--- config.mk ---
export PLATFORM = sky130hd
export DESIGN_NAME = mc_control_unit_p_flat
export DESIGN_NICKNAME = d
export VERILOG_FILES = /design/src/rtl/mc_control_unit_p_if.sv /design/src/rtl/mc_control_unit_p.sv /design/src/flat_wrapper.sv
export SDC_FILE = /design/constraint.sdc
export NUM_CORES = 1
export LEC_CHECK = 0
export ABC_AREA = 1
export ABC_CLOCK_PERIOD_IN_PS = 1700
export CELL_PAD_IN_SITES_DETAIL_PLACEMENT = 2
export CELL_PAD_IN_SITES_GLOBAL_PLACEMENT = 2
export CORE_ASPECT_RATIO = 0.75
export CORE_MARGIN = 2
export CORE_UTILIZATION = 22
export CTS_BUF_LIST = sky130_fd_sc_hd__clkbuf_2
export CTS_CLUSTER_DIAMETER = 200
export CTS_CLUSTER_SIZE = 28
export DETAILED_ROUTE_END_ITERATION = 8
export HOLD_SLACK_MARGIN = 0.1
export PLACE_DENSITY = 0.94
export SYNTH_ARGS = -nofsm -noshare
export SYNTH_HDL_FRONTEND = slang
export SYNTH_SLANG_ARGS = --single-unit
--- constraint.sdc ---
create_clock -name clk -period 1.7 [get_ports clk]
set_input_delay 0.425 -clock clk [delete_from_list [all_inputs] [get_ports clk]]
set_output_delay 0.425 -clock clk [all_outputs]
set_load 0.01 [all_outputs]
--- src/rtl/mc_control_unit_p_if.sv ---
// rtl/mc_control_unit_p_if.sv - control/datapath bundle for the microcoded sequencer
//
// Purpose: groups every non-clock signal between the sequencer and the
// matrix-multiply datapath.
// Ports (modport master = sequencer, slave = datapath):
//   status, z, dram_rdy, instruction[7:0]        datapath -> sequencer
//   alu_op[2:0], src_sel[3:0], dst_en[NREG+7:0],
//   reg_sel[3:0], byte_sel[BSW-1:0], pc_inc, ac_inc,
//   ar_inc, read_iram, dram_rd, end_process, error sequencer -> datapath
interface mc_control_unit_p_if #(
   parameter int NREG = 8,
   parameter int BSW  = 2
);
   logic            status;
   logic            z;
   logic            dram_rdy;
   logic [7:0]      instruction;
   logic [2:0]      alu_op;
   logic [3:0]      src_sel;
   logic [NREG+7:0] dst_en;
   logic [3:0]      reg_sel;
   logic [BSW-1:0]  byte_sel;
   logic            pc_inc;
   logic            ac_inc;
   logic            ar_inc;
   logic            read_iram;
   logic            dram_rd;
   logic            end_process;
   logic            error;

   modport master (
      input  status, z, dram_rdy, instruction,
      output alu_op, src_sel, dst_en, reg_sel, byte_sel, pc_inc, ac_inc,
             ar_inc, read_iram, dram_rd, end_process, error
   );

   modport slave (
      output status, z, dram_rdy, instruction,
      input  alu_op, src_sel, dst_en, reg_sel, byte_sel, pc_inc, ac_inc,
             ar_inc, read_iram, dram_rd, end_process, error
   );
endinterface

--- src/rtl/mc_control_unit_p.sv ---
// rtl/mc_control_unit_p.sv - parametrised microcoded sequencer for the matrix-multiply core
//
// Purpose: fetches/decodes IRAM instructions and drives bus source select,
// destination write enables, increments and ALU op to the datapath.
// Ports:
//   clk    rising-edge clock
//   rst_n  asynchronous active-low reset
//   bus    mc_control_unit_p_if.master (status/z/dram_rdy/instruction in,
//          all datapath controls plus end_process/error out)
module mc_control_unit_p #(
   parameter int NREG        = 8,
   parameter int IMM_BYTES   = 2,
   parameter int STORE_BYTES = 2,
   parameter int BSW         = 2
) (
   input  logic                clk,
   input  logic                rst_n,
   mc_control_unit_p_if.master bus
);
   typedef enum logic [4:0] {
      S_IDLE, S_FETCH1, S_FETCH2, S_DECODE, S_EXEC,
      S_IMM_LD, S_IMM_TR, S_IMM_RD, S_IMM_AC,
      S_LDM_AR, S_LDM_WAIT, S_LDM_LD,
      S_ST_AR, S_ST_DR, S_ST_WR,
      S_JMP_IR, S_JMP_PC, S_JMP_SKIP, S_HALT
   } state_t;

   localparam logic [BSW-1:0] IMM_LAST = BSW'(IMM_BYTES - 1);
   localparam logic [BSW-1:0] ST_LAST  = BSW'(STORE_BYTES - 1);
   localparam logic [4:0]     NREG_W   = 5'(NREG);

   state_t         state_q, state_d;
   logic [BSW-1:0] cnt_q, cnt_d;
   logic [3:0]     op_q, op_d;
   logic           end_q;
   logic           err_q, err_d;

   logic [3:0]     opcode;
   logic [3:0]     rfield;
   logic           reg_bad;

   logic [2:0]      alu_v;
   logic [3:0]      src_v;
   logic [NREG+7:0] dst_v;
   logic [BSW-1:0]  bsel_v;
   logic            pci_v, aci_v, ari_v, rdi_v, drd_v;

   assign opcode  = bus.instruction[7:4];
   assign rfield  = bus.instruction[3:0];
   assign reg_bad = {1'b0, rfield} >= NREG_W;

   // State register; end_process rises on the clock after HALT is entered.
   always_ff @(posedge clk or negedge rst_n) begin
      if (!rst_n) begin
         state_q <= S_IDLE;
         cnt_q   <= '0;
         op_q    <= '0;
         end_q   <= 1'b0;
         err_q   <= 1'b0;
      end else begin
         state_q <= state_d;
         cnt_q   <= cnt_d;
         op_q    <= op_d;
         err_q   <= err_d;
         if (state_q == S_HALT) end_q <= 1'b1;
      end
   end

   // Next state; opcode is latched in DECODE so EXEC is independent of later IR writes.
   always_comb begin
      state_d = state_q;
      cnt_d   = cnt_q;
      op_d    = op_q;
      err_d   = err_q;
      case (state_q)
         S_IDLE:     if (bus.status) state_d = S_FETCH1;
         S_FETCH1:   state_d = S_FETCH2;
         S_FETCH2:   state_d = S_DECODE;
         S_DECODE: begin
            op_d  = opcode;
            cnt_d = '0;
            case (opcode)
               4'h1: state_d = S_IMM_LD;
               4'h2: state_d = S_LDM_AR;
               4'h3: begin
                  state_d = reg_bad ? S_HALT : S_ST_AR;
                  err_d   = err_q | reg_bad;
               end
               4'h5, 4'h6: begin
                  state_d = reg_bad ? S_HALT : S_EXEC;
                  err_d   = err_q | reg_bad;
               end
               4'hC:    state_d = bus.z ? S_JMP_SKIP : S_JMP_IR;
               4'hD:    state_d = bus.z ? S_JMP_IR : S_JMP_SKIP;
               4'hE:    state_d = S_JMP_IR;
               4'hF:    state_d = S_HALT;
               default: state_d = S_EXEC;
            endcase
         end
         S_EXEC:     state_d = S_FETCH1;
         S_IMM_LD:   state_d = S_IMM_TR;
         S_IMM_TR:   state_d = (cnt_q == IMM_LAST) ? S_IMM_AC : S_IMM_RD;
         S_IMM_RD: begin
            cnt_d   = cnt_q + BSW'(1);
            state_d = S_IMM_LD;
         end
         S_IMM_AC:   state_d = S_FETCH1;
         S_LDM_AR:   state_d = S_LDM_WAIT;
         S_LDM_WAIT: if (bus.dram_rdy) state_d = S_LDM_LD;
         S_LDM_LD:   state_d = S_FETCH1;
         S_ST_AR:    state_d = S_ST_DR;
         S_ST_DR:    state_d = S_ST_WR;
         S_ST_WR: begin
            if (cnt_q == ST_LAST) begin
               state_d = S_FETCH1;
            end else begin
               cnt_d   = cnt_q + BSW'(1);
               state_d = S_ST_DR;
            end
         end
         S_JMP_IR:   state_d = S_JMP_PC;
         S_JMP_PC:   state_d = S_FETCH1;
         S_JMP_SKIP: state_d = S_FETCH1;
         S_HALT:     state_d = S_HALT;
         default:    state_d = S_IDLE;
      endcase
   end

   // Moore output decode of state and byte counter.
   always_comb begin
      alu_v  = '0;
      src_v  = '0;
      dst_v  = '0;
      bsel_v = '0;
      pci_v  = 1'b0;
      aci_v  = 1'b0;
      ari_v  = 1'b0;
      rdi_v  = 1'b0;
      drd_v  = 1'b0;
      case (state_q)
         S_FETCH1: rdi_v = 1'b1;
         S_FETCH2: begin dst_v[2] = 1'b1; pci_v = 1'b1; end
         S_DECODE: rdi_v = 1'b1;
         S_EXEC: begin
            case (op_q)
               4'h4: begin alu_v = 3'd5; dst_v[6] = 1'b1; end
               4'h7: begin alu_v = 3'd1; dst_v[6] = 1'b1; end
               4'h8: begin alu_v = 3'd2; dst_v[6] = 1'b1; end
               4'h9: begin alu_v = 3'd3; dst_v[6] = 1'b1; end
               4'hB: begin alu_v = 3'd4; dst_v[6] = 1'b1; end
               4'hA: aci_v = 1'b1;
               4'h5: begin
                  src_v = 4'd4;
                  for (int r = 0; r < NREG; r++)
                     if (rfield == 4'(r)) dst_v[8+r] = 1'b1;
               end
               4'h6: begin src_v = 4'd6; dst_v[5] = 1'b1; end
               default: ;
            endcase
         end
         S_IMM_LD:   begin dst_v[2] = 1'b1; pci_v = 1'b1; end
         S_IMM_TR:   begin src_v = 4'd1; dst_v[3] = 1'b1; bsel_v = cnt_q; end
         S_IMM_RD:   rdi_v = 1'b1;
         S_IMM_AC:   begin src_v = 4'd2; dst_v[5] = 1'b1; end
         S_LDM_AR:   begin src_v = 4'd4; dst_v[0] = 1'b1; end
         S_LDM_WAIT: drd_v = 1'b1;
         S_LDM_LD:   begin src_v = 4'd5; dst_v[5] = 1'b1; dst_v[4] = 1'b1; end
         S_ST_AR:    begin src_v = 4'd4; dst_v[0] = 1'b1; end
         S_ST_DR:    begin src_v = 4'd7; dst_v[4] = 1'b1; bsel_v = cnt_q; end
         S_ST_WR: begin
            src_v    = 4'd3;
            dst_v[7] = 1'b1;
            ari_v    = (cnt_q != ST_LAST);
         end
         S_JMP_IR:   dst_v[2] = 1'b1;
         S_JMP_PC:   begin src_v = 4'd1; dst_v[1] = 1'b1; end
         S_JMP_SKIP: pci_v = 1'b1;
         default: ;
      endcase
   end

   assign bus.alu_op      = alu_v;
   assign bus.src_sel     = src_v;
   assign bus.dst_en      = dst_v;
   assign bus.reg_sel     = rfield;
   assign bus.byte_sel    = bsel_v;
   assign bus.pc_inc      = pci_v;
   assign bus.ac_inc      = aci_v;
   assign bus.ar_inc      = ari_v;
   assign bus.read_iram   = rdi_v;
   assign bus.dram_rd     = drd_v;
   assign bus.end_process = end_q;
   assign bus.error       = err_q;
endmodule

--- src/flat_wrapper.sv ---
// flat-port wrapper written by rule: the top's interface ports become plain ports
module mc_control_unit_p_flat 
#(
   parameter int NREG        = 8,
   parameter int IMM_BYTES   = 2,
   parameter int STORE_BYTES = 2,
   parameter int BSW         = 2
)
  (clk, rst_n, bus_status, bus_z, bus_dram_rdy, bus_instruction, bus_alu_op, bus_src_sel, bus_dst_en, bus_reg_sel, bus_byte_sel, bus_pc_inc, bus_ac_inc, bus_ar_inc, bus_read_iram, bus_dram_rd, bus_end_process, bus_error);
  mc_control_unit_p_if #(.NREG(NREG), .BSW(BSW)) bus_i ();
  input  logic clk;
  input  logic rst_n;
  input wire logic [$bits(bus_i.status)-1:0] bus_status;
  input wire logic [$bits(bus_i.z)-1:0] bus_z;
  input wire logic [$bits(bus_i.dram_rdy)-1:0] bus_dram_rdy;
  input wire logic [$bits(bus_i.instruction)-1:0] bus_instruction;
  output wire logic [$bits(bus_i.alu_op)-1:0] bus_alu_op;
  output wire logic [$bits(bus_i.src_sel)-1:0] bus_src_sel;
  output wire logic [$bits(bus_i.dst_en)-1:0] bus_dst_en;
  output wire logic [$bits(bus_i.reg_sel)-1:0] bus_reg_sel;
  output wire logic [$bits(bus_i.byte_sel)-1:0] bus_byte_sel;
  output wire logic [$bits(bus_i.pc_inc)-1:0] bus_pc_inc;
  output wire logic [$bits(bus_i.ac_inc)-1:0] bus_ac_inc;
  output wire logic [$bits(bus_i.ar_inc)-1:0] bus_ar_inc;
  output wire logic [$bits(bus_i.read_iram)-1:0] bus_read_iram;
  output wire logic [$bits(bus_i.dram_rd)-1:0] bus_dram_rd;
  output wire logic [$bits(bus_i.end_process)-1:0] bus_end_process;
  output wire logic [$bits(bus_i.error)-1:0] bus_error;
  assign bus_i.status = bus_status;
  assign bus_i.z = bus_z;
  assign bus_i.dram_rdy = bus_dram_rdy;
  assign bus_i.instruction = bus_instruction;
  assign bus_alu_op = bus_i.alu_op;
  assign bus_src_sel = bus_i.src_sel;
  assign bus_dst_en = bus_i.dst_en;
  assign bus_reg_sel = bus_i.reg_sel;
  assign bus_byte_sel = bus_i.byte_sel;
  assign bus_pc_inc = bus_i.pc_inc;
  assign bus_ac_inc = bus_i.ac_inc;
  assign bus_ar_inc = bus_i.ar_inc;
  assign bus_read_iram = bus_i.read_iram;
  assign bus_dram_rd = bus_i.dram_rd;
  assign bus_end_process = bus_i.end_process;
  assign bus_error = bus_i.error;
  mc_control_unit_p #(.NREG(NREG), .IMM_BYTES(IMM_BYTES), .STORE_BYTES(STORE_BYTES), .BSW(BSW)) u_core (.clk(clk), .rst_n(rst_n), .bus(bus_i));
endmodule
==> results.json, run 1 <==
{
  "status": "did not finish",
  "stop_stage": "global routing",
  "stop_error": "[ERROR DPL-0033] detailed placement checks failed during check placement.",
  "tritoncts.num_buffers": 3,
  "sequential_element_share_of_the_synthesized_area_pct": 25.69,
  "rows": 23,
  "synth_area_leaders": "sky130_fd_sc_hd__dfrtp_1 26%, sky130_fd_sc_hd__nand2_1 17%, sky130_fd_sc_hd__inv_1 11%",
  "root_buffer_selected_by_cts": "sky130_fd_sc_hd__clkbuf_2",
  "die_h_um": 69.70,
  "synth.largest_area_cell": "sky130_fd_sc_hd__dfrtp_1",
  "io_pins": 49,
  "postSynthRegisterBits": 13,
  "postCtsHoldBufs": 0,
  "synth_cells": 215,
  "cts-htree-levels": 1,
  "synth.avg_cell_area_um2": 5.889,
  "die_w_um": 91.60,
  "effective_utilization_at_floorplan_pct": 23.28,
  "grt_max_degree": 15,
  "yosys_top_cell_area_share_pct": 25.69,
  "worstEndpointGrtRepair": "bus_dst_en[14]",
  "netlist-cell-type-count": 27,
  "combined_area_of_all_synthesized_cells_um2": 1266,
  "synthesis.nets": 229,
  "i_o_buffers": 47,
  "worst_setup_slack_after_placement_ns": -0.7992,
  "gp_congestion": 0.8783,
  "timing.worst_endpoint.kind": "top-level output",
  "clkSinkCount": 13,
  "antenna_found_initial": 0,
  "hpwlAfterDp_um": 5776,
  "placed_cells": 391,
  "clk_path_buf_depth": 2,
  "synth-warning-count": 0
}
## kinds of logic after synthesis
kind of cell               Yosys count  share of synthesized area (%)
and+or+nand+nor                    131                          46.94
buffers and inverters               44                          14.82
AOI/OAI and AO/OA                   25                          11.26
DFF                                 13                          25.69
adders and majority gates            1                         0.9880
other                                1                         0.2962
## cells in the mapped netlist, drive strengths merged
| library cell | number |
|---|---|
| a211o | 1 |
| ha | 1 |
| nor2 | 34 |
| nand3b | 3 |
| nor4 | 4 |
| conb | 1 |
| inv | 38 |
| dfrtp | 13 |
| nand4 | 6 |
| nand2 | 60 |
| or2 | 1 |
| o211ai | 2 |
| buf | 6 |
| nand3 | 13 |
| nor3b | 1 |
| a31o | 1 |
| o22ai | 1 |
| o21ai | 12 |
| o32ai | 1 |
| a21oi | 7 |
| nor3 | 9 |
## metrics by stage
step | hold slack (ns) | cell area (µm²)
detailed placement | 0.4696 | 2236
floorplan | 0.1294 | 1266
CTS | 0.4208 | 2626
global placement | 0.4557 | 2236
## timing repair
| item | CTS |
|---|---|
| pin swaps | 15 |
| endpoints found under the setup margin | 34 |
| buffers inserted | 25 |
| resized for setup | 198 |
| cloned | 0 |
| endpoints found under the hold margin | 0 |
==> run 2: changes to the inputs <==
==> config.mk (replaced) <==
export PLATFORM = sky130hd
export DESIGN_NAME = mc_control_unit_p_flat
export DESIGN_NICKNAME = d
export VERILOG_FILES = /design/src/rtl/mc_control_unit_p_if.sv /design/src/rtl/mc_control_unit_p.sv /design/src/flat_wrapper.sv
export SDC_FILE = /design/constraint.sdc
export NUM_CORES = 1
export LEC_CHECK = 0
export ABC_AREA = 1
export ABC_CLOCK_PERIOD_IN_PS = 1700
export CORE_MARGIN = 2
export CORE_UTILIZATION = 20
export DETAILED_ROUTE_END_ITERATION = 8
export PLACE_DENSITY_LB_ADDON = 0.15
export SYNTH_ARGS = -nofsm -noshare
export SYNTH_HDL_FRONTEND = slang
export SYNTH_SLANG_ARGS = --single-unit
==> run 2 against run 1 <==
  * The flow now finishes, with violations (negative setup slack)
  * Synthesized cell count unchanged
  * Synthesized area unchanged
==> results.json, run 2 <==
{
  "worst_slack_ns": -0.3892,
  "synth.avg_cell_area_um2": 5.889,
  "syn2layout_area_growth_pct": 122.0,
  "period_minus_ws_final_ns": 2.089,
  "status": "finished with violations",
  "most_frequent_standard_cell_in_the_layout_excluding_fill_and_tap_cells": "sky130_fd_sc_hd__buf_4",
  "layout-drive-gt1-share_pct": 54.42,
  "finish.instance_area_um2": 2811,
  "p_per_area_nw_per_um2": 1160,
  "critPathSlowestCell": "sky130_fd_sc_hd__dfrtp_1",
  "unrepaired_setup_endpoints_after_global_routing": "yes",
  "diodes": 0,
  "total_power_mw": 3.261,
  "io_pins": 49,
  "yosys_top_cell_area_share_pct": 25.69,
  "critPathArrivalTime_ns": 1.66,
  "cp.buffers_inverters": 4,
  "globalRouteTotalUtil_pct": 12.97,
  "critical_path.startpoint_type": "register",
  "finalSetupViolations": 29,
  "fmax_ghz": 0.4786,
  "insertion_delay_ns": 0.24,
  "power.static_leakage_nw": 1.497,
  "drt-wirelength-per-cell_um": 11.79,
  "largest_register_ffs": 5,
  "path_delay_family": "buffers and inverters",
  "synthesis.nets": 229,
  "cts_tree": "done",
  "synth-warning-count": 0,
  "dr_total_vias": 1825,
  "worst-endpoint-required_ns": 1.27,
  "async_reset_ff_share_pct": 100.0,
  "rows": 28,
  "finalWirelength_um": 5021,
  "detail_route.drc_violations": 0,
  "synth_area_leaders": "sky130_fd_sc_hd__dfrtp_1 26%, sky130_fd_sc_hd__nand2_1 17%, sky130_fd_sc_hd__inv_1 11%",
  "final_nets": 366,
  "tritoncts.num_buffers": 3,
  "postCtsHoldBufs": 0,
  "gr_overflow_total": 0,
  "drt_pre_antenna_iters": 4,
  "synth.largest_area_cell": "sky130_fd_sc_hd__dfrtp_1",
  "finalClockSkew_ns": 0.0008488,
  "first_pass_grt_wire_length_um": 7527,
  "synth_cells": 215,
  "clk_transition_reported_paths_ns": 0.05,
  "cap_violations": 0,
  "critical_path_class": "reg -> out",
  "failed_checks": "negative setup slack",
  "hpwlAfterDp_um": 3713,
  "sequential_element_share_of_the_synthesized_area_pct": 25.69,
  "dpl-instance-area_um2": 2303,
  "whs_ns": 0.4731,
  "effective_utilization_at_floorplan_pct": 21.01,
  "grt_pass1_vias": 1647,
  "worst_setup_path_end_kind": "primary output",
  "i_o_buffers": 47,
  "largestRegisters": "u_core.state_q x5, u_core.op_q x4, u_core.cnt_q x2",
  "die_h_um": 83.57,
  "cts-htree-levels": 1,
  "netlist-cell-type-count": 27,
  "postSynthRegisterBits": 13,
  "final-hold-violation-count": 0,
  "top_register": "u_core.state_q",
  "combined_area_of_all_synthesized_cells_um2": 1266,
  "gp_congestion": 0.8263,
  "antenna_found_initial": 0,
  "period_share_pct": 122.9,
  "cp_slowest_stage_delay_ns": 0.38,
  "critical_path.cell_chain": "nor2_2 > inv_2 > nor2_4 > buf_4 > nand4_1 > buf_4 > nand4_1 > buf_2",
  "final_antenna_net_count": 0,
  "root_buffer_selected_by_cts": "sky130_fd_sc_hd__clkbuf_8",
  "hold_path_class": "reg -> reg",
  "synth_enable_flop_cells": 0,
  "clkSinkCount": 13,
  "die-area_um2": 6984,
  "leading_cell_types_in_the_layout_fill_and_taps_excluded": "73 x sky130_fd_sc_hd__buf_4, 44 x sky130_fd_sc_hd__nand2_1, 30 x sky130_fd_sc_hd__inv_1, 23 x sky130_fd_sc_hd__buf_6",
  "die_w_um": 83.57,
  "vdd_ir_drop_max_mv": 0.4025,
  "synth_most_common_cell": "sky130_fd_sc_hd__nand2_1",
  "slew_viol_final": 0,
  "vias_per_cell": 4.284,
  "clk_path_buf_depth": 2,
  "synth_commonest_cells": "57 x sky130_fd_sc_hd__nand2_1, 37 x sky130_fd_sc_hd__inv_1, 30 x sky130_fd_sc_hd__nor2_1",
  "worstPathMaxFanout": 4,
  "core_area_um2": 6026,
  "detail_route.iter0.violations": 51,
  "grt_max_degree": 15,
  "ys_dominant_reg_cell": "sky130_fd_sc_hd__dfrtp_1"
}
[run 2: path summary, 6_finish.rpt]
kind | startpoint | to | slack (ns) | cells past startpoint
setup / recovery | u_core.state_q[0] | bus_src_sel[1] | -0.39 | 8
hold reg to reg | u_core.bus.error | u_core.bus.error | 0.47 | 1
max in group asynchronous | rst_n | u_core.bus.error | 1.06 | 2
min in group asynchronous | rst_n | u_core.cnt_q[1] | 0.48 | 2
hold / removal | u_core.bus.error | u_core.bus.error | 0.47 | 1
setup reg to reg | u_core.state_q[4] | u_core.state_q[2] | 0.03 | 11
[run 2: timing repair]
| action | in CTS | in global routing |
|---|---|---|
| setup buffers | 13 | 13 |
| gates resized for setup | 166 | 65 |
| pin swaps | 12 | 22 |
| endpoints found under the setup margin | 33 | 36 |
[run 2: metal layers]
layer / track usage, % / wire length [µm]
met5: 0 / 0
met2: 22.25 / 2511
met3: 1.286 / 181
met4: 4.545 / 86
met1: 16.87 / 2242
[run 2: cell families (layout without fill, tap and decap cells)]
logic type	Yosys count	in the layout	share of synthesized area (%)
adders and majority gates	1	1	0.9880
DFF	13	13	25.69
buffers and inverters	44	180	14.82
other	1	1	0.2962
and+or+nand+nor	131	131	46.94
AOI/OAI and AO/OA	25	25	11.26
[run 2: final cells by class]
type / count / area, µm²
Fill cell: 627 / 3214
Timing Repair Buffer: 138 / 1150
Multi-Input combinational cell: 158 / 1047
Sequential cell: 13 / 325.3
Inverter: 38 / 150.1
Tap cell: 75 / 93.84
Clock buffer: 4 / 45.04
[run 2: report_power, final]
group	internal, mW	switching [mW]
clock	0.165	0.105
sequential	0.434	0.0661
combinational	1.20	1.29
total	1.80	1.46
[run 2: stage by stage]
step	setup slack [ns]	std cells	TNS [ns]	util (%)
global placement	-0.6729	400	-14.84	38.23
detailed placement	-0.7138	400	-14.83	38.23
floorplan	-0.02119	215	-0.08476	-
CTS	-0.3924	416	-7.547	41.80
finish	-0.3892	426	-7.516	46.66
global route	-0.4667	426	-9.816	46.66
(Power assumes the default switching activity.)
==> run 3: changes to the inputs <==
==> constraint.sdc (replaced) <==
create_clock -name clk -period 1.7 [get_ports clk]
set_input_delay 0.17 -clock clk [delete_from_list [all_inputs] [get_ports clk]]
set_output_delay 0.17 -clock clk [all_outputs]
set_load 0.005 [all_outputs]
==> run 3 against run 2 <==
  * The run still ends with negative setup slack left
  * Sequential share of layout area increased by 0.77 points
  * Total power decreased by 8.0%
  * Die area unchanged
  * Sequential power about the same
  * First-iteration DRC count decreased by 31%
  * Critical endpoint is now bus_dst_en[5]
  * Largest power group unchanged
==> results.json, run 3 (same netlist as run 2, synthesis figures left out) <==
{
  "finalSetupViolations": 19,
  "slew-limit-headroom_pct": 61.16,
  "diodes": 0,
  "period_minus_ws_final_ns": 1.847,
  "i_o_buffers": 47,
  "met3_usage_pct": 1.187,
  "dr_total_vias": 1824,
  "hold_path_class": "in -> async",
  "most_frequent_standard_cell_in_the_layout_excluding_fill_and_tap_cells": "sky130_fd_sc_hd__buf_4",
  "syn2layout_area_growth_pct": 108.2,
  "worst_setup_path_end_kind": "primary output",
  "clkSinkCount": 13,
  "die_h_um": 83.57,
  "finalClockSkew_ns": 0.001515,
  "critical_path.startpoint_type": "register",
  "finalWirelength_um": 4947,
  "final.setup.tns_ns": -1.143,
  "clk_transition_reported_paths_ns": 0.05,
  "tightest_slew_ns": 0.5807,
  "vias_per_cell": 4.374,
  "detail_route.drc_violations": 0,
  "status": "finished with violations",
  "drt_pre_antenna_iters": 4,
  "power_frac_comb_pct": 74.4,
  "grt_most_used_layer": "met2",
  "slew_viol_final": 0,
  "root_buffer_selected_by_cts": "sky130_fd_sc_hd__clkbuf_8",
  "cap_violations": 0,
  "io_pins": 49,
  "grt.met2_usage_pct": 24.22,
  "drt-wirelength-per-cell_um": 11.86,
  "globalRouteMet1Util_pct": 18.16,
  "regToRegStartpoint": "u_core.state_q[2]",
  "largest_register_ffs": 5,
  "cts-htree-levels": 1,
  "final-hold-violation-count": 0,
  "final_antenna_net_count": 0,
  "worst_slack_ns": -0.1466,
  "globalRouteTotalUtil_pct": 13.87,
  "intPower_mw": 1.658,
  "worst_setup_slack_after_placement_ns": -0.2027,
  "largestRegisters": "u_core.state_q x5, u_core.op_q x4, u_core.cnt_q x2",
  "vdd_ir_drop_max_mv": 0.3572,
  "critical_path_class": "reg -> out",
  "total_power_mw": 2.998,
  "cts_tree": "done",
  "p_per_area_nw_per_um2": 1137,
  "layout-drive-gt1-share_pct": 51.17,
  "effective_utilization_at_floorplan_pct": 21.01,
  "worst-endpoint-required_ns": 1.53,
  "clock_power_share_pct": 8.8,
  "top_register": "u_core.state_q",
  "final_nets": 357,
  "clk_path_buf_depth": 2,
  "detail_route.iter0.violations": 35,
  "gr_overflow_total": 0,
  "rows": 28,
  "antenna_found_initial": 0,
  "die-area_um2": 6984,
  "grt_pass1_vias": 1749,
  "leading_cell_types_in_the_layout_fill_and_taps_excluded": "73 x sky130_fd_sc_hd__buf_4, 51 x sky130_fd_sc_hd__nand2_1, 28 x sky130_fd_sc_hd__inv_1, 23 x sky130_fd_sc_hd__buf_2, 18 x sky130_fd_sc_hd__clkdlybuf4s50_1",
  "tritoncts.num_buffers": 3,
  "failed_checks": "negative setup slack",
  "power.static_leakage_nw": 1.400,
  "p_switching_mw": 1.341,
  "sw_ratio_pct": 44.72,
  "crit_path_start": "u_core.state_q[4]",
  "die_w_um": 83.57,
  "fmax_ghz": 0.5415,
  "grt_max_degree": 15,
  "critPathArrivalTime_ns": 1.68,
  "gp_congestion": 0.8390,
  "worstPathMaxFanout": 4,
  "period_share_pct": 108.6,
  "insertion_delay_ns": 0.24,
  "unrepaired_setup_endpoints_after_global_routing": "yes",
  "share_seq_of_total_power_pct": 16.8,
  "postCtsHoldBufs": 0,
  "first_pass_grt_wire_length_um": 8038,
  "hpwlAfterDp_um": 3554,
  "fillerInstances": 639,
  "core_area_um2": 6026,
  "reg2reg_setup_slack_ns": 0.04
}
run 3: power by group through the flow:
stage	clock network, mW	registers [mW]	logic (mW)
finish	0.265	0.502	2.23
global route	0.288	0.518	2.42
CTS	0.277	0.498	1.98
detailed placement	0	0.504	1.70
global placement	0	0.502	1.73
floorplan	0	0.524	0.763
run 3: worst max-delay path, cell delays in order (launching register included):
cell,delay [ns]
sky130_fd_sc_hd__dfrtp_1,0.40
sky130_fd_sc_hd__nor2_4,0.15
sky130_fd_sc_hd__nand2_4,0.07
sky130_fd_sc_hd__nor2_4,0.13
sky130_fd_sc_hd__buf_6,0.11
sky130_fd_sc_hd__nand4_1,0.11
sky130_fd_sc_hd__buf_4,0.17
sky130_fd_sc_hd__buf_4,0.12
sky130_fd_sc_hd__nand3_2,0.05
sky130_fd_sc_hd__buf_2,0.11
run 3: stage by stage:
step | util, % | hold slack, ns | instance area (µm²) | cells
after CTS | 40.82 | 0.3218 | 2460 | 407
after detailed placement | 35.98 | 0.4763 | 2168 | 382
after global placement | 35.98 | 0.4763 | 2168 | 382
after global routing | 43.75 | 0.3579 | 2636 | 417
final | 43.75 | 0.3035 | 2636 | 417
after floorplan | - | -0.1256 | 1266 | 215
run 3: repair_timing:
item | in CTS | in global routing
resized for setup | 152 | 41
setup buffers | 22 | 13
setup endpoints to repair | 29 | 30
pin swaps | 17 | 17
run 3: final cells by class:
cell class / count / area, µm² / area share [%]
inverters: 38 / 147.6 / 5.600
multi-input cells: 158 / 1031 / 39.11
flip-flops and latches: 13 / 325.3 / 12.34
clock buffers: 4 / 45.04 / 1.709
well taps: 75 / 93.84 / 3.560
repair buffers: 129 / 993.5 / 37.68
run 3: worst paths after layout:
| check | depth (start not counted) | endpoint |
|---|---|---|
| worst max register to register | 13 | u_core.state_q[0] |
| worst max-delay path | 9 | bus_dst_en[5] |
| min in group clk | 1 | u_core.bus.error |
| worst min-delay path | 1 | u_core.cnt_q[1] |
| max in group asynchronous | 1 | u_core.state_q[0] |
| worst min register to register | 1 | u_core.bus.error |
run 3: routing by layer:
metal	wire (µm)	vias to the layer above
met2	2437	47
met1	2280	830
li1	-	939
met4	53	0
met3	176	8
met5	0	-
